`src/rtl/ddr_capture_writer_pkg.sv`:
```
// Shared types and constants for the DDR capture sequencer.
package ddr_capture_pkg;

  localparam int C_CAPTURE_DEPTH = 64;
  localparam int C_CAPTURE_AW    = 6;

  typedef enum logic [1:0] {
    IDLE      = 2'd0,
    ARMED     = 2'd1,
    TRIGGERED = 2'd2,
    DONE      = 2'd3
  } t_capture_state;

endpackage

```
`src/rtl/ddr_capture_writer_if.sv`:
```
// Write port of the DDR capture RAM, driven by the capture sequencer.
interface ddr_capture_writer_if import ddr_capture_pkg::*; #(
  parameter int g_addr_width = C_CAPTURE_AW,
  parameter int g_data_width = 64
) ();

  logic [g_addr_width-1:0] mem_adr_o;
  logic                    mem_we_o;
  logic [g_data_width-1:0] mem_dat_o;

  modport master (output mem_adr_o, output mem_we_o, output mem_dat_o);
  modport slave  (input  mem_adr_o, input  mem_we_o, input  mem_dat_o);

endinterface

```
`src/rtl/ddr_capture_writer.sv`:
```
// Pre/post-trigger capture sequencer: circular pre-trigger ring, then a
// programmable number of post-trigger samples into the capture RAM.
module ddr_capture_writer import ddr_capture_pkg::*; #(
  parameter int g_addr_width = C_CAPTURE_AW,
  parameter int g_data_width = 64
) (
  input  logic                    clk_i,
  input  logic                    rst_n_i,
  input  logic                    arm_i,
  input  logic                    trig_i,
  input  logic                    data_valid_i,
  input  logic [g_data_width-1:0] data_i,
  input  logic [g_addr_width:0]   post_count_i,
  ddr_capture_writer_if.master    mem,
  output logic                    busy_o,
  output logic                    done_o,
  output logic                    wrapped_o,
  output logic [g_addr_width-1:0] trig_adr_o
);

  localparam logic [g_addr_width:0]   C_DEPTH_W  = {1'b1, {g_addr_width{1'b0}}};
  localparam logic [g_addr_width:0]   C_ONE_W    = {{g_addr_width{1'b0}}, 1'b1};
  localparam logic [g_addr_width-1:0] C_PTR_LAST = {g_addr_width{1'b1}};
  localparam logic [g_addr_width-1:0] C_PTR_ZERO = {g_addr_width{1'b0}};

  t_capture_state          state_r;
  t_capture_state          state_nxt_s;
  logic                    arm_d_r;
  logic                    arm_rise_r;
  logic [g_addr_width-1:0] ptr_r;
  logic [g_addr_width-1:0] ptr_nxt_s;
  logic [g_addr_width:0]   remain_r;
  logic [g_addr_width:0]   remain_nxt_s;
  logic [g_addr_width:0]   post_clamp_s;
  logic                    accept_s;
  logic                    wrapped_nxt_s;
  logic [g_addr_width-1:0] trig_adr_nxt_s;
  logic                    busy_nxt_s;
  logic                    done_nxt_s;

  // Abort (arm low) suppresses the write of the sample in the same cycle.
  assign accept_s = ((state_r == ARMED) || (state_r == TRIGGERED)) && arm_i && data_valid_i;

  // Post-trigger length clamped to 1..depth, trigger sample included.
  always_comb begin
    post_clamp_s = post_count_i;
    if (post_count_i == {(g_addr_width+1){1'b0}}) begin
      post_clamp_s = C_ONE_W;
    end else if (post_count_i > C_DEPTH_W) begin
      post_clamp_s = C_DEPTH_W;
    end else begin
      post_clamp_s = post_count_i;
    end
  end

  // Registered arm edge detector.
  always_ff @(posedge clk_i or negedge rst_n_i) begin
    if (!rst_n_i) begin
      arm_d_r    <= 1'b0;
      arm_rise_r <= 1'b0;
    end else begin
      arm_d_r    <= arm_i;
      arm_rise_r <= arm_i & ~arm_d_r;
    end
  end

  // State register.
  always_ff @(posedge clk_i or negedge rst_n_i) begin
    if (!rst_n_i) begin
      state_r <= IDLE;
    end else begin
      state_r <= state_nxt_s;
    end
  end

  // Next-state logic.
  always_comb begin
    state_nxt_s = state_r;
    case (state_r)
      IDLE, DONE: begin
        if (arm_rise_r) begin
          state_nxt_s = ARMED;
        end else begin
          state_nxt_s = state_r;
        end
      end
      ARMED: begin
        if (!arm_i) begin
          state_nxt_s = IDLE;
        end else if (data_valid_i && trig_i) begin
          state_nxt_s = (post_clamp_s == C_ONE_W) ? DONE : TRIGGERED;
        end else begin
          state_nxt_s = ARMED;
        end
      end
      TRIGGERED: begin
        if (!arm_i) begin
          state_nxt_s = IDLE;
        end else if (data_valid_i && (remain_r == C_ONE_W)) begin
          state_nxt_s = DONE;
        end else begin
          state_nxt_s = TRIGGERED;
        end
      end
      default: state_nxt_s = IDLE;
    endcase
  end

  // Next values of the pointer, post counter and status outputs.
  always_comb begin
    ptr_nxt_s      = ptr_r;
    remain_nxt_s   = remain_r;
    wrapped_nxt_s  = wrapped_o;
    trig_adr_nxt_s = trig_adr_o;
    if (((state_r == IDLE) || (state_r == DONE)) && arm_rise_r) begin
      ptr_nxt_s      = C_PTR_ZERO;
      wrapped_nxt_s  = 1'b0;
      trig_adr_nxt_s = C_PTR_ZERO;
    end else if (accept_s) begin
      ptr_nxt_s = ptr_r + 1'b1;
      if (state_r == ARMED) begin
        if (ptr_r == C_PTR_LAST) begin
          wrapped_nxt_s = 1'b1;
        end else begin
          wrapped_nxt_s = wrapped_o;
        end
        if (trig_i) begin
          trig_adr_nxt_s = ptr_r;
          remain_nxt_s   = post_clamp_s - C_ONE_W;
        end else begin
          trig_adr_nxt_s = trig_adr_o;
        end
      end else begin
        remain_nxt_s = remain_r - C_ONE_W;
      end
    end else begin
      ptr_nxt_s = ptr_r;
    end
    busy_nxt_s = (state_nxt_s == ARMED) || (state_nxt_s == TRIGGERED);
    done_nxt_s = (state_nxt_s == DONE);
  end

  // Registered datapath and outputs; RAM port updates only on accepted samples.
  always_ff @(posedge clk_i or negedge rst_n_i) begin
    if (!rst_n_i) begin
      ptr_r         <= C_PTR_ZERO;
      remain_r      <= {(g_addr_width+1){1'b0}};
      wrapped_o     <= 1'b0;
      trig_adr_o    <= C_PTR_ZERO;
      busy_o        <= 1'b0;
      done_o        <= 1'b0;
      mem.mem_we_o  <= 1'b0;
      mem.mem_adr_o <= C_PTR_ZERO;
      mem.mem_dat_o <= {g_data_width{1'b0}};
    end else begin
      ptr_r        <= ptr_nxt_s;
      remain_r     <= remain_nxt_s;
      wrapped_o    <= wrapped_nxt_s;
      trig_adr_o   <= trig_adr_nxt_s;
      busy_o       <= busy_nxt_s;
      done_o       <= done_nxt_s;
      mem.mem_we_o <= accept_s;
      if (accept_s) begin
        mem.mem_adr_o <= ptr_r;
        mem.mem_dat_o <= data_i;
      end else begin
        mem.mem_adr_o <= mem.mem_adr_o;
        mem.mem_dat_o <= mem.mem_dat_o;
      end
    end
  end

endmodule

```
`src/flat_wrapper.sv`:
```
// flat-port wrapper written by rule: the top's interface ports become plain ports
module ddr_capture_writer_flat import ddr_capture_pkg::*;
#(
  parameter int g_addr_width = C_CAPTURE_AW,
  parameter int g_data_width = 64
)
  (clk_i, rst_n_i, arm_i, trig_i, data_valid_i, data_i, post_count_i, busy_o, done_o, wrapped_o, trig_adr_o, mem_mem_adr_o, mem_mem_we_o, mem_mem_dat_o);
  ddr_capture_writer_if #(.g_addr_width(g_addr_width), .g_data_width(g_data_width)) mem_i ();
  input  logic clk_i;
  input  logic rst_n_i;
  input  logic arm_i;
  input  logic trig_i;
  input  logic data_valid_i;
  input  logic [g_data_width-1:0] data_i;
  input  logic [g_addr_width:0] post_count_i;
  output logic busy_o;
  output logic done_o;
  output logic wrapped_o;
  output logic [g_addr_width-1:0] trig_adr_o;
  output wire logic [$bits(mem_i.mem_adr_o)-1:0] mem_mem_adr_o;
  output wire logic [$bits(mem_i.mem_we_o)-1:0] mem_mem_we_o;
  output wire logic [$bits(mem_i.mem_dat_o)-1:0] mem_mem_dat_o;
  assign mem_mem_adr_o = mem_i.mem_adr_o;
  assign mem_mem_we_o = mem_i.mem_we_o;
  assign mem_mem_dat_o = mem_i.mem_dat_o;
  ddr_capture_writer #(.g_addr_width(g_addr_width), .g_data_width(g_data_width)) u_core (.clk_i(clk_i), .rst_n_i(rst_n_i), .arm_i(arm_i), .trig_i(trig_i), .data_valid_i(data_valid_i), .data_i(data_i), .post_count_i(post_count_i), .mem(mem_i), .busy_o(busy_o), .done_o(done_o), .wrapped_o(wrapped_o), .trig_adr_o(trig_adr_o));
endmodule
```
`config.mk`:
```
export PLATFORM = sky130hd
export DESIGN_NAME = ddr_capture_writer_flat
export DESIGN_NICKNAME = d
export VERILOG_FILES = /design/src/rtl/ddr_capture_writer_pkg.sv /design/src/rtl/ddr_capture_writer_if.sv /design/src/rtl/ddr_capture_writer.sv /design/src/flat_wrapper.sv
export SDC_FILE = /design/constraint.sdc
export NUM_CORES = 1
export LEC_CHECK = 0
export ABC_CLOCK_PERIOD_IN_PS = 2300
export CAP_MARGIN = 25
export CELL_PAD_IN_SITES_DETAIL_PLACEMENT = 0
export CELL_PAD_IN_SITES_GLOBAL_PLACEMENT = 2
export CORE_MARGIN = 10
export CORE_UTILIZATION = 25
export DETAILED_ROUTE_END_ITERATION = 12
export PLACE_DENSITY_LB_ADDON = 0.1
export SLEW_MARGIN = 5
export SYNTH_ARGS = -nofsm -noshare
export SYNTH_HDL_FRONTEND = slang
export SYNTH_SLANG_ARGS = --single-unit
```
`constraint.sdc`:
```
create_clock -name clk_i -period 2.3 [get_ports clk_i]
set_input_delay 0.69 -clock clk_i [delete_from_list [all_inputs] [get_ports clk_i]]
set_output_delay 0.69 -clock clk_i [all_outputs]
set_load 0.05 [all_outputs]
```
==> reports/metrics.csv, run 1 <==
stage,metric,value,unit
placement,io_buffers,155,
placement,gp_routability_congestion,0.745,
drt,vias_per_cell,4.25,
drt,antenna_left,0,
global_routing,grt_max_degree,44,
synth,yosys_warnings,0,
cells_and_area,final_core_util,39.6,%
drt,vias,3591,
clocking,cts.path.max_buffers,2,
die,fp.dieW,149,um
die,initial_core_util,25.7,%
timing,fin_setup_tns,0,ns
clocking,cts_sinks,97,
setup_path,cp_slowest_cell,clkdlybuf4s50_1,
timing,drv_slew,0,
synth,synth_seq_cells,97,
clocking,cts_tree,built,
synth,ys.flop_type,dfrtp_1,
die,dieArea,0.0221,sq mm
placement,place_hpwl,9660,um
timing,rsz0062_at_grt,false,
cells_and_area,num-nets-final,708,
setup_path,crit_required,2.51,ns
synth,synthArstFlopShare,100,%
setup_path,worstPathCellList,"clkdlybuf4s50_1, or3_4, nor3_4, a22o_4, inv_1, ha_4, inv_1, o311a_2, o21ai_1, o211ai_1",
drt,wire_per_inst,15.5,um
pwr,power_density,1370,mW/mm^2
global_routing,grt_pass1_wl,20800,um
pwr,ir_drop,511,uV
setup_path,critical_path.n_buffers_inverters,3,
synth,synth_area,0.00413,sq mm
pwr,power,0.00874,W
timing,max_slew_margin,62.5,%
timing,finalCriticalPeriod,2.23,ns
setup_path,crit_arrival,2.44,ns
setup_path,crit_path_frequent_cell,inv_1,
clocking,clk_latency,0.34,ns
cells_and_area,layout_commonest_cell,nand2_1,
die,ios,156,
setup_path,cp_max_fo,5,
timing,clock.fmax,0.448,GHz
drt,wl,13100,um
placement,placed_cell_area,0.00603,sq mm
timing,finalHoldViolations,0,
global_routing,antenna_found_initial,0,
global_routing,grt_pass1_vias,3855,
drt,post-route-drc-count,0,
die,placementRows,46,
clocking,cts_buffers,9,
die,fp.dieH,149,um
setup_path,critPathMaxStageDelay,0.48,ns
setup_path,crit_path_end_kind,flip-flop,
status,status,finished clean,
synth,synth_edf_count,0,
cells_and_area,layout_common_cells,"nand2_1 (228), clkdlybuf4s50_1 (139), dfrtp_1 (97)",
die,coreArea,0.0161,sq mm
global_routing,grt_usage,11.8,%
global_routing,grt_overflow,0,
hold_path,holdCritPathClass,in2async,
synth,synth.distinct_cells,47,
synth,ys_seq_area_share,58.7,%
timing,post-route-period-util,96.9,%
synth,syn_avg_cell_area,9.17,sq um
clocking,htree_levels,3,
synth,syn_inst,451,
job,max_cap_viol_count,0,
timing,worstMarginPinSlew,0.561,ns
setup_path,critPathTopFamily,compound AO/OA/AOI/OAI gates,
timing,finalSetupViolCount,0,
cells_and_area,n_antenna_cell,0,
cells_and_area,drive_gt1_share,11.3,%
synth,syn_nets,535,
clocking,clock-root-buffer,clkbuf_16,
timing,finClkSkew,0.0129,ns
cells_and_area,fin_area,0.00636,sq mm
pwr,total_leakage_power,3.06,nW
setup_path,crit_type,in2reg,
setup_path,r2r_slack,0.40,ns
clocking,path_clk_slew,0.07,ns
setup_path,critPathLaunchType,primary input,
cells_and_area,syn2layout_area_growth,53.9,%
timing,timing.hold.ws,0.307,ns
drt,drt-pass1-iter-count,4,
drt,drtIter0Drc,230,
-- per-stage QoR --
stage | std cells | setup WS, ns
6_report | 845 | 0.0702
5_1_grt | 845 | 0.00562
4_1_cts | 845 | 0.0194
3_5_place_dp | 828 | -0.420
3_3_place_gp | 828 | -0.352
2_1_floorplan | 451 | 0.153
-- worst register-to-register path, stage by stage, from the launching register on --
cell and delay [ns]:
dfrtp_1 0.37, inv_1 0.05, ha_1 0.40, nand3b_4 0.23, buf_4 0.22, nor2_1 0.31
o32ai_1 0.15, nor2_1 0.10
-- power by group --
| group | leakage (nW) | switching, W | internal (W) | total, W |
|---|---|---|---|---|
| Clock | 0.143 | 0.000650 | 0.000877 | 0.00153 |
| Combinational | 1.67 | 0.00305 | 0.00146 | 0.00451 |
| Sequential | 1.24 | 0.000377 | 0.00233 | 0.00271 |
| Total | 3.06 | 0.00407 | 0.00467 | 0.00874 |
-- sequential cells by signal, summed over array words and instances (netlist names) --
register / cells
u_core.mem.mem_adr_o: 6
u_core.ptr_r: 6
u_core.trig_adr_o: 6
u_core.state_r: 2
u_core.wrapped_o: 1
u_core.busy_o: 1
u_core.mem.mem_dat_o: 64
u_core.mem.mem_we_o: 1
u_core.remain_r: 7
u_core.done_o: 1
u_core.arm_rise_r: 1
u_core.arm_d_r: 1
-- synthesized netlist by cell type, types with 4 or more instances --
cell type / n / area (sq um)
nand2_1: 228 / 856
dfrtp_1: 97 / 2430
buf_2: 16 / 80.1
inv_1: 10 / 37.5
nor2_1: 10 / 37.5
o21ai_0: 10 / 50.1
nand3_1: 9 / 45.0
ha_1: 8 / 100
a21oi_1: 7 / 35.0
nor3_1: 4 / 20.0
xnor2_1: 4 / 35.0
-- kinds of logic (layout without fill, tap and decap cells) --
| family | after synthesis | count (layout) | synth area share, % |
|---|---|---|---|
| AOI/OAI and AO/OA | 38 | 38 | 6.60 |
| xor gates and xnor gates | 5 | 5 | 1.06 |
| adders and majority gates | 8 | 8 | 2.42 |
| buffers and inverters | 31 | 209 | 3.72 |
| DFF | 97 | 97 | 58.7 |
| and+or+nand+nor | 272 | 272 | 27.5 |
-- cell type report --
type / count / area (sq um)
tap: 216 / 270
clock inverter: 4 / 51.3
clock buffer: 12 / 246
sequential: 97 / 2430
fill: 1609 / 9700
multi-input combinational: 323 / 1580
inverter: 11 / 43.8
timing repair buffer: 182 / 1740
-- final timing paths --
kind                                             to              start  cells past startpoint
setup / recovery                 u_core.remain_r[4]    post_count_i[4]                     10
hold / removal             u_core.mem.mem_dat_o[17]            rst_n_i                      1
setup reg to reg                 u_core.remain_r[3]  u_core.state_r[0]                      7
hold reg to reg                   u_core.arm_rise_r     u_core.arm_d_r                      1
max in group asynchronous   u_core.mem.mem_dat_o[6]            rst_n_i                      2
min in group clk_i                u_core.arm_rise_r     u_core.arm_d_r                      1
-- timing repair --
item,CTS,global route
pin swaps,1,2
hold buffers,0,0
gates resized for setup,2,4
endpoints found under the setup margin,1,2
buffers inserted,1,0
-- layer usage --
metal	track usage (%)	share of wire, %	up-vias
met5	0	0	-
met4	5.15	1.9	0
met3	2.79	5.5	15
met2	19.1	47	94
met1	14.7	45	1682
li1	-	-	1800
(Power assumes the default switching activity.)
==> run 2: changes to the inputs <==
--- a/config.mk
+++ b/config.mk
@@ -9,10 +9,10 @@
 export CAP_MARGIN = 25
 export CELL_PAD_IN_SITES_DETAIL_PLACEMENT = 0
 export CELL_PAD_IN_SITES_GLOBAL_PLACEMENT = 2
-export CORE_MARGIN = 10
 export CORE_UTILIZATION = 25
 export DETAILED_ROUTE_END_ITERATION = 12
 export PLACE_DENSITY_LB_ADDON = 0.1
+export SKIP_LAST_GASP = 1
 export SLEW_MARGIN = 5
 export SYNTH_ARGS = -nofsm -noshare
 export SYNTH_HDL_FRONTEND = slang
==> run 2 against run 1 <==
- routed wire length decreased by 12%
- largest cell class unchanged
- clock skew shrank 0.0022 ns
- critical path type is now reg2out
- clock power down 3%
==> reports/metrics.csv, run 2 (synthesis results as in run 1) <==
stage,metric,value,unit
die,dieArea,0.0171,sq mm
setup_path,critPathLaunchType,flip-flop,
pwr,internal-power,0.00464,W
timing,finalHoldViolations,0,
global_routing,grt_max_degree,49,
setup_path,crit_arrival,1.57,ns
clocking,htree_levels,3,
setup_path,crit_required,1.61,ns
hold_path,holdCritPathClass,in2async,
timing,timing.hold.ws,0.166,ns
pwr,total_leakage_power,3.02,nW
pwr,seqPwrFrac,31.2,%
placement,place_hpwl,8000,um
die,initial_core_util,25.8,%
timing,worstMarginPinSlew,0.537,ns
clocking,cts_tree,built,
setup_path,worstPathCellList,clkdlybuf4s50_1,
cells_and_area,layout_commonest_cell,nand2_1,
clocking,cts_setup_buffers,0,
drt,wl,11500,um
cells_and_area,fillers,1664,
clocking,holdBufCountCts,0,
global_routing,grt_pass1_vias,3477,
placement,gp_routability_congestion,0.748,
cells_and_area,layout_common_cells,"nand2_1 (228), clkdlybuf4s50_1 (145), dfrtp_1 (97)",
cells_and_area,multi_input_area,0.00158,sq mm
clocking,cts.path.max_buffers,2,
cells_and_area,drive_gt1_share,9.63,%
timing,finalCriticalPeriod,2.26,ns
timing,drv_slew,0,
setup_path,cp_max_fo,2,
pwr,netSwitchingFraction,46.4,%
setup_path,critPathMaxStageDelay,0.83,ns
cells_and_area,largest_register,u_core.mem.mem_dat_o,
cells_and_area,largest_reg_flops,64,
clocking,cts_sinks,97,
cells_and_area,num-nets-final,703,
job,max_cap_viol_count,0,
drt,vias_per_cell,4.24,
die,coreArea,0.0160,sq mm
drt,antenna_left,0,
clocking,path_clk_slew,0.07,ns
timing,clock.fmax,0.443,GHz
cells_and_area,n_antenna_cell,0,
setup_path,critical_path.n_buffers_inverters,1,
pwr,p_comb_share,51.5,%
clocking,cts_buffers,9,
cells_and_area,top_regs,"u_core.mem.mem_dat_o x64, u_core.remain_r x7",
die,placementRows,46,
cells_and_area,syn2layout_area_growth,53.3,%
pwr,ir_drop,491,uV
timing,finalSetupViolCount,0,
cells_and_area,seq_area,0.00243,sq mm
setup_path,cp_slowest_cell,clkdlybuf4s50_1,
die,fp.dieW,131,um
timing,max_slew_margin,64.1,%
drt,drt-pass1-iter-count,4,
pwr,power_density,1360,mW/mm^2
timing,finClkSkew,0.0107,ns
drt,wire_per_inst,13.6,um
status,status,finished clean,
clocking,clock-root-buffer,clkbuf_16,
pwr,net-switching-power,0.00401,W
global_routing,grt_pass1_wl,18000,um
global_routing,grt_overflow,0,
timing,post-route-period-util,98.1,%
placement,io_buffers,155,
global_routing,antenna_found_initial,0,
die,fp.dieH,131,um
setup_path,crit_path_end_kind,output pin,
pwr,power,0.00865,W
drt,vias,3555,
clocking,clk_latency,0.35,ns
setup_path,crit_type,reg2out,
drt,post-route-drc-count,0,
global_routing,grt_usage,13.9,%
placement,placed_cell_area,0.00603,sq mm
die,ios,156,
pwr,clkPwrFrac,17.3,%
setup_path,critPathTopFamily,buffers and inverters,
drt,drtIter0Drc,151,
cells_and_area,fin_area,0.00634,sq mm
timing,rsz0062_at_grt,true,
run 2: area by class of cell:
class	instances	area share, %
clock buffers	12	3.73
clock inverters	3	0.671
inverters	11	0.691
multi-input cells	323	25.0
flip-flops and latches	97	38.3
well taps	216	4.27
repair buffers	177	27.4
run 2: metrics by stage:
| stage | TNS [ns] | worst slack, ns | util, % | std cells |
|---|---|---|---|---|
| after floorplan | 0 | 0.153 | - | 451 |
| after global placement | -1.65 | -0.359 | 37.7 | 824 |
| after detailed placement | -1.76 | -0.376 | 37.7 | 824 |
| after CTS | 0 | 0.00224 | 39.4 | 839 |
| after global routing | -0.0117 | -0.0117 | 39.6 | 839 |
| final | 0 | 0.0428 | 39.6 | 839 |
run 2: what timing repair did:
item / CTS / global route
pin swaps: 1 / 3
endpoints found under the setup margin: 1 / 2
gates resized for setup: 1 / 6
run 2: routing by layer:
layer  global-route usage [%]  vias up  share of wire [%]
li1                         -     1782                  -
met1                     18.2     1669                 45
met5                        0        -                  0
met3                     2.97       12                5.1
met4                     6.15        0                1.7
met2                     22.1       92                 48
run 2: power groups by stage:
stage                     Combinational (W)  Clock [W]  Sequential (W)
final                               0.00446    0.00149         0.00270
after global routing                0.00478    0.00162         0.00280
after global placement              0.00448          0         0.00273
after CTS                           0.00451    0.00156         0.00271
after floorplan                    0.000950          0         0.00465
after detailed placement            0.00450          0         0.00274
run 2: final timing paths:
kind                                      start                        to  slack [ns]  depth (start not counted)
max reg2reg                   u_core.state_r[0]        u_core.remain_r[3]        0.35                          7
min in group clk_i               u_core.arm_d_r         u_core.arm_rise_r        0.39                          1
max                        u_core.trig_adr_o[3]             trig_adr_o[3]        0.04                          1
min reg2reg                      u_core.arm_d_r         u_core.arm_rise_r        0.39                          1
max in group asynchronous               rst_n_i  u_core.mem.mem_dat_o[58]        1.65                          2
min                                     rst_n_i   u_core.mem.mem_dat_o[8]        0.17                          1
==> run 3: changes to the inputs <==
--- a/config.mk
+++ b/config.mk
@@ -6,12 +6,10 @@
 export NUM_CORES = 1
 export LEC_CHECK = 0
 export ABC_CLOCK_PERIOD_IN_PS = 2300
-export CAP_MARGIN = 25
-export CELL_PAD_IN_SITES_DETAIL_PLACEMENT = 0
-export CELL_PAD_IN_SITES_GLOBAL_PLACEMENT = 2
-export CORE_UTILIZATION = 25
+export CAP_MARGIN = 0
+export CORE_UTILIZATION = 41
 export DETAILED_ROUTE_END_ITERATION = 12
-export PLACE_DENSITY_LB_ADDON = 0.1
+export PLACE_DENSITY = 0.75
 export SKIP_LAST_GASP = 1
 export SLEW_MARGIN = 5
 export SYNTH_ARGS = -nofsm -noshare
==> run 3 against run 2 <==
- cell area down 2.4%
- global-route usage rose by 5.9 points
- clock power shrank 24%
- count of clock-buffer cells in the layout did not move
- maximum frequency is 0.43% lower
- via count is 2.4% higher
- combinational power about the same
- largest power group unchanged
==> reports/metrics.csv, run 3 (synthesis results as in run 1) <==
stage,metric,value,unit
status,status,finished clean,
cells_and_area,syn2layout_area_growth,49.6,%
timing,drv_slew,0,
clocking,cts_buffers,9,
drt,wire_per_inst,13.8,um
clocking,cts.path.max_buffers,2,
setup_path,critPathLaunchType,flip-flop,
global_routing,antenna_found_initial,0,
cells_and_area,layout_commonest_cell,nand2_1,
job,max_cap_viol_count,0,
setup_path,critPathTopFamily,buffers and inverters,
setup_path,cp_slowest_cell,clkdlybuf4s50_1,
cells_and_area,stdcell_count,756,
pwr,power_density,1350,mW/mm^2
drt,drtIter0Drc,145,
setup_path,crit_type,reg2out,
cells_and_area,num-nets-final,702,
placement,placedCellCount,739,
die,fp.dieW,102,um
global_routing,grt_pass1_vias,3510,
cells_and_area,largest_reg_flops,64,
cells_and_area,fillers,821,
placement,gp_routability_congestion,0.845,
die,initial_core_util,42.3,%
cells_and_area,top_regs,"u_core.mem.mem_dat_o x64, u_core.remain_r x7",
setup_path,critical_path.n_buffers_inverters,1,
global_routing,grt_max_degree,45,
placement,io_buffers,155,
drt,wl,10400,um
timing,finalSetupViolCount,0,
cells_and_area,largest_register,u_core.mem.mem_dat_o,
cells_and_area,drive_gt1_share,8.67,%
timing,clock.fmax,0.441,GHz
drt,vias_per_cell,4.82,
setup_path,worstPathCellList,clkdlybuf4s50_1,
timing,post-route-period-util,98.6,%
die,placementRows,36,
placement,place_hpwl,7540,um
clocking,clock-root-buffer,clkbuf_8,
setup_path,crit_required,1.61,ns
global_routing,grt_pass1_wl,16100,um
pwr,total_leakage_power,3.01,nW
global_routing,grt_overflow,0,
drt,antenna_left,0,
cells_and_area,layout_common_cells,"nand2_1 (228), clkdlybuf4s50_1 (149), dfrtp_1 (97)",
clocking,cts_sinks,97,
setup_path,cp_max_fo,2,
pwr,power,0.00832,W
clocking,cts_tree,built,
timing,worstMarginPinSlew,0.547,ns
global_routing,grt_usage,19.8,%
timing,finClkSkew,0.00839,ns
hold_path,holdCritPathClass,in2async,
clocking,path_clk_slew,0.09,ns
setup_path,crit_arrival,1.58,ns
timing,max_slew_margin,63.4,%
timing,finalCriticalPeriod,2.27,ns
die,dieArea,0.0105,sq mm
timing,finalHoldViolations,0,
clocking,htree_levels,3,
die,coreArea,0.00977,sq mm
drt,drt-pass1-iter-count,4,
die,ios,156,
die,fp.dieH,102,um
clocking,clk_latency,0.35,ns
setup_path,crit_path_end_kind,output pin,
setup_path,critPathMaxStageDelay,0.82,ns
pwr,ir_drop,614,uV
drt,vias,3641,
drt,post-route-drc-count,0,
cells_and_area,n_antenna_cell,0,
clocking,holdBufCountCts,0,
## run 3: changes by cell type in the layout (fill, tap and decap cells not counted)
cell | previous run | this run
dlymetal6s2s_1 | 1 | 4
clkbuf_16 | 9 | 0
clkbuf_8 | 0 | 11
buf_4 | 28 | 19
clkinv_4 | 0 | 1
clkbuf_1 | 3 | 1
o221ai_2 | 1 | 0
buf_12 | 3 | 4
clkdlybuf4s50_1 | 145 | 149
o221ai_1 | 2 | 3
## run 3: stage by stage
step                TNS (ns)  util [%]  hold slack [ns]  area [sq um]  setup WS, ns
finish                     0      63.3            0.297          6180        0.0331
global route         -0.0237      63.3            0.310          6180       -0.0237
CTS                        0      62.9            0.299          6150        0.0101
detailed placement     -2.05      60.7            0.390          5940        -0.405
global placement       -1.47      60.7            0.387          5940        -0.321
floorplan                  0         -            0.378          4130         0.153
## run 3: per-layer routing
layer	global-route usage (%)	vias up	part of all wire, %
li1	-	1777	-
met1	23.6	1727	42
met2	35.5	123	50
met3	3.42	14	6.4
met4	7.58	0	1.3
met5	0	-	0
## run 3: worst paths after layout
path | from | end | slack [ns] | depth (start not counted)
min in group clk_i | u_core.arm_d_r | u_core.arm_rise_r | 0.41 | 1
max reg2reg | u_core.state_r[0] | u_core.mem.mem_dat_o[6] | 0.40 | 7
min reg2reg | u_core.arm_d_r | u_core.arm_rise_r | 0.41 | 1
max | u_core.trig_adr_o[0] | trig_adr_o[0] | 0.03 | 1
min | rst_n_i | u_core.mem.mem_dat_o[24] | 0.30 | 1
max in group asynchronous | rst_n_i | u_core.mem.mem_dat_o[48] | 1.46 | 2
## run 3: timing repair
action	CTS	global route
cloned	0	0
pin swaps	0	5
setup buffers	0	1
endpoints found under the setup margin	2	3
resized for setup	2	7
## run 3: area by class of cell
class,count,area [sq um],area share (%)
Clock buffer,12,155,2.51
Clock inverter,4,51.3,0.830
Inverter,11,43.8,0.708
Timing Repair Buffer,176,1760,28.5
Tap cell,133,166,2.69
Multi-Input combinational cell,323,1580,25.5
Sequential cell,97,2430,39.3
## run 3: report_power, final
part           switching [W]  internal [W]  leakage [nW]
clock               0.000568      0.000563         0.103
sequential          0.000384       0.00233          1.24
combinational        0.00300       0.00148          1.67
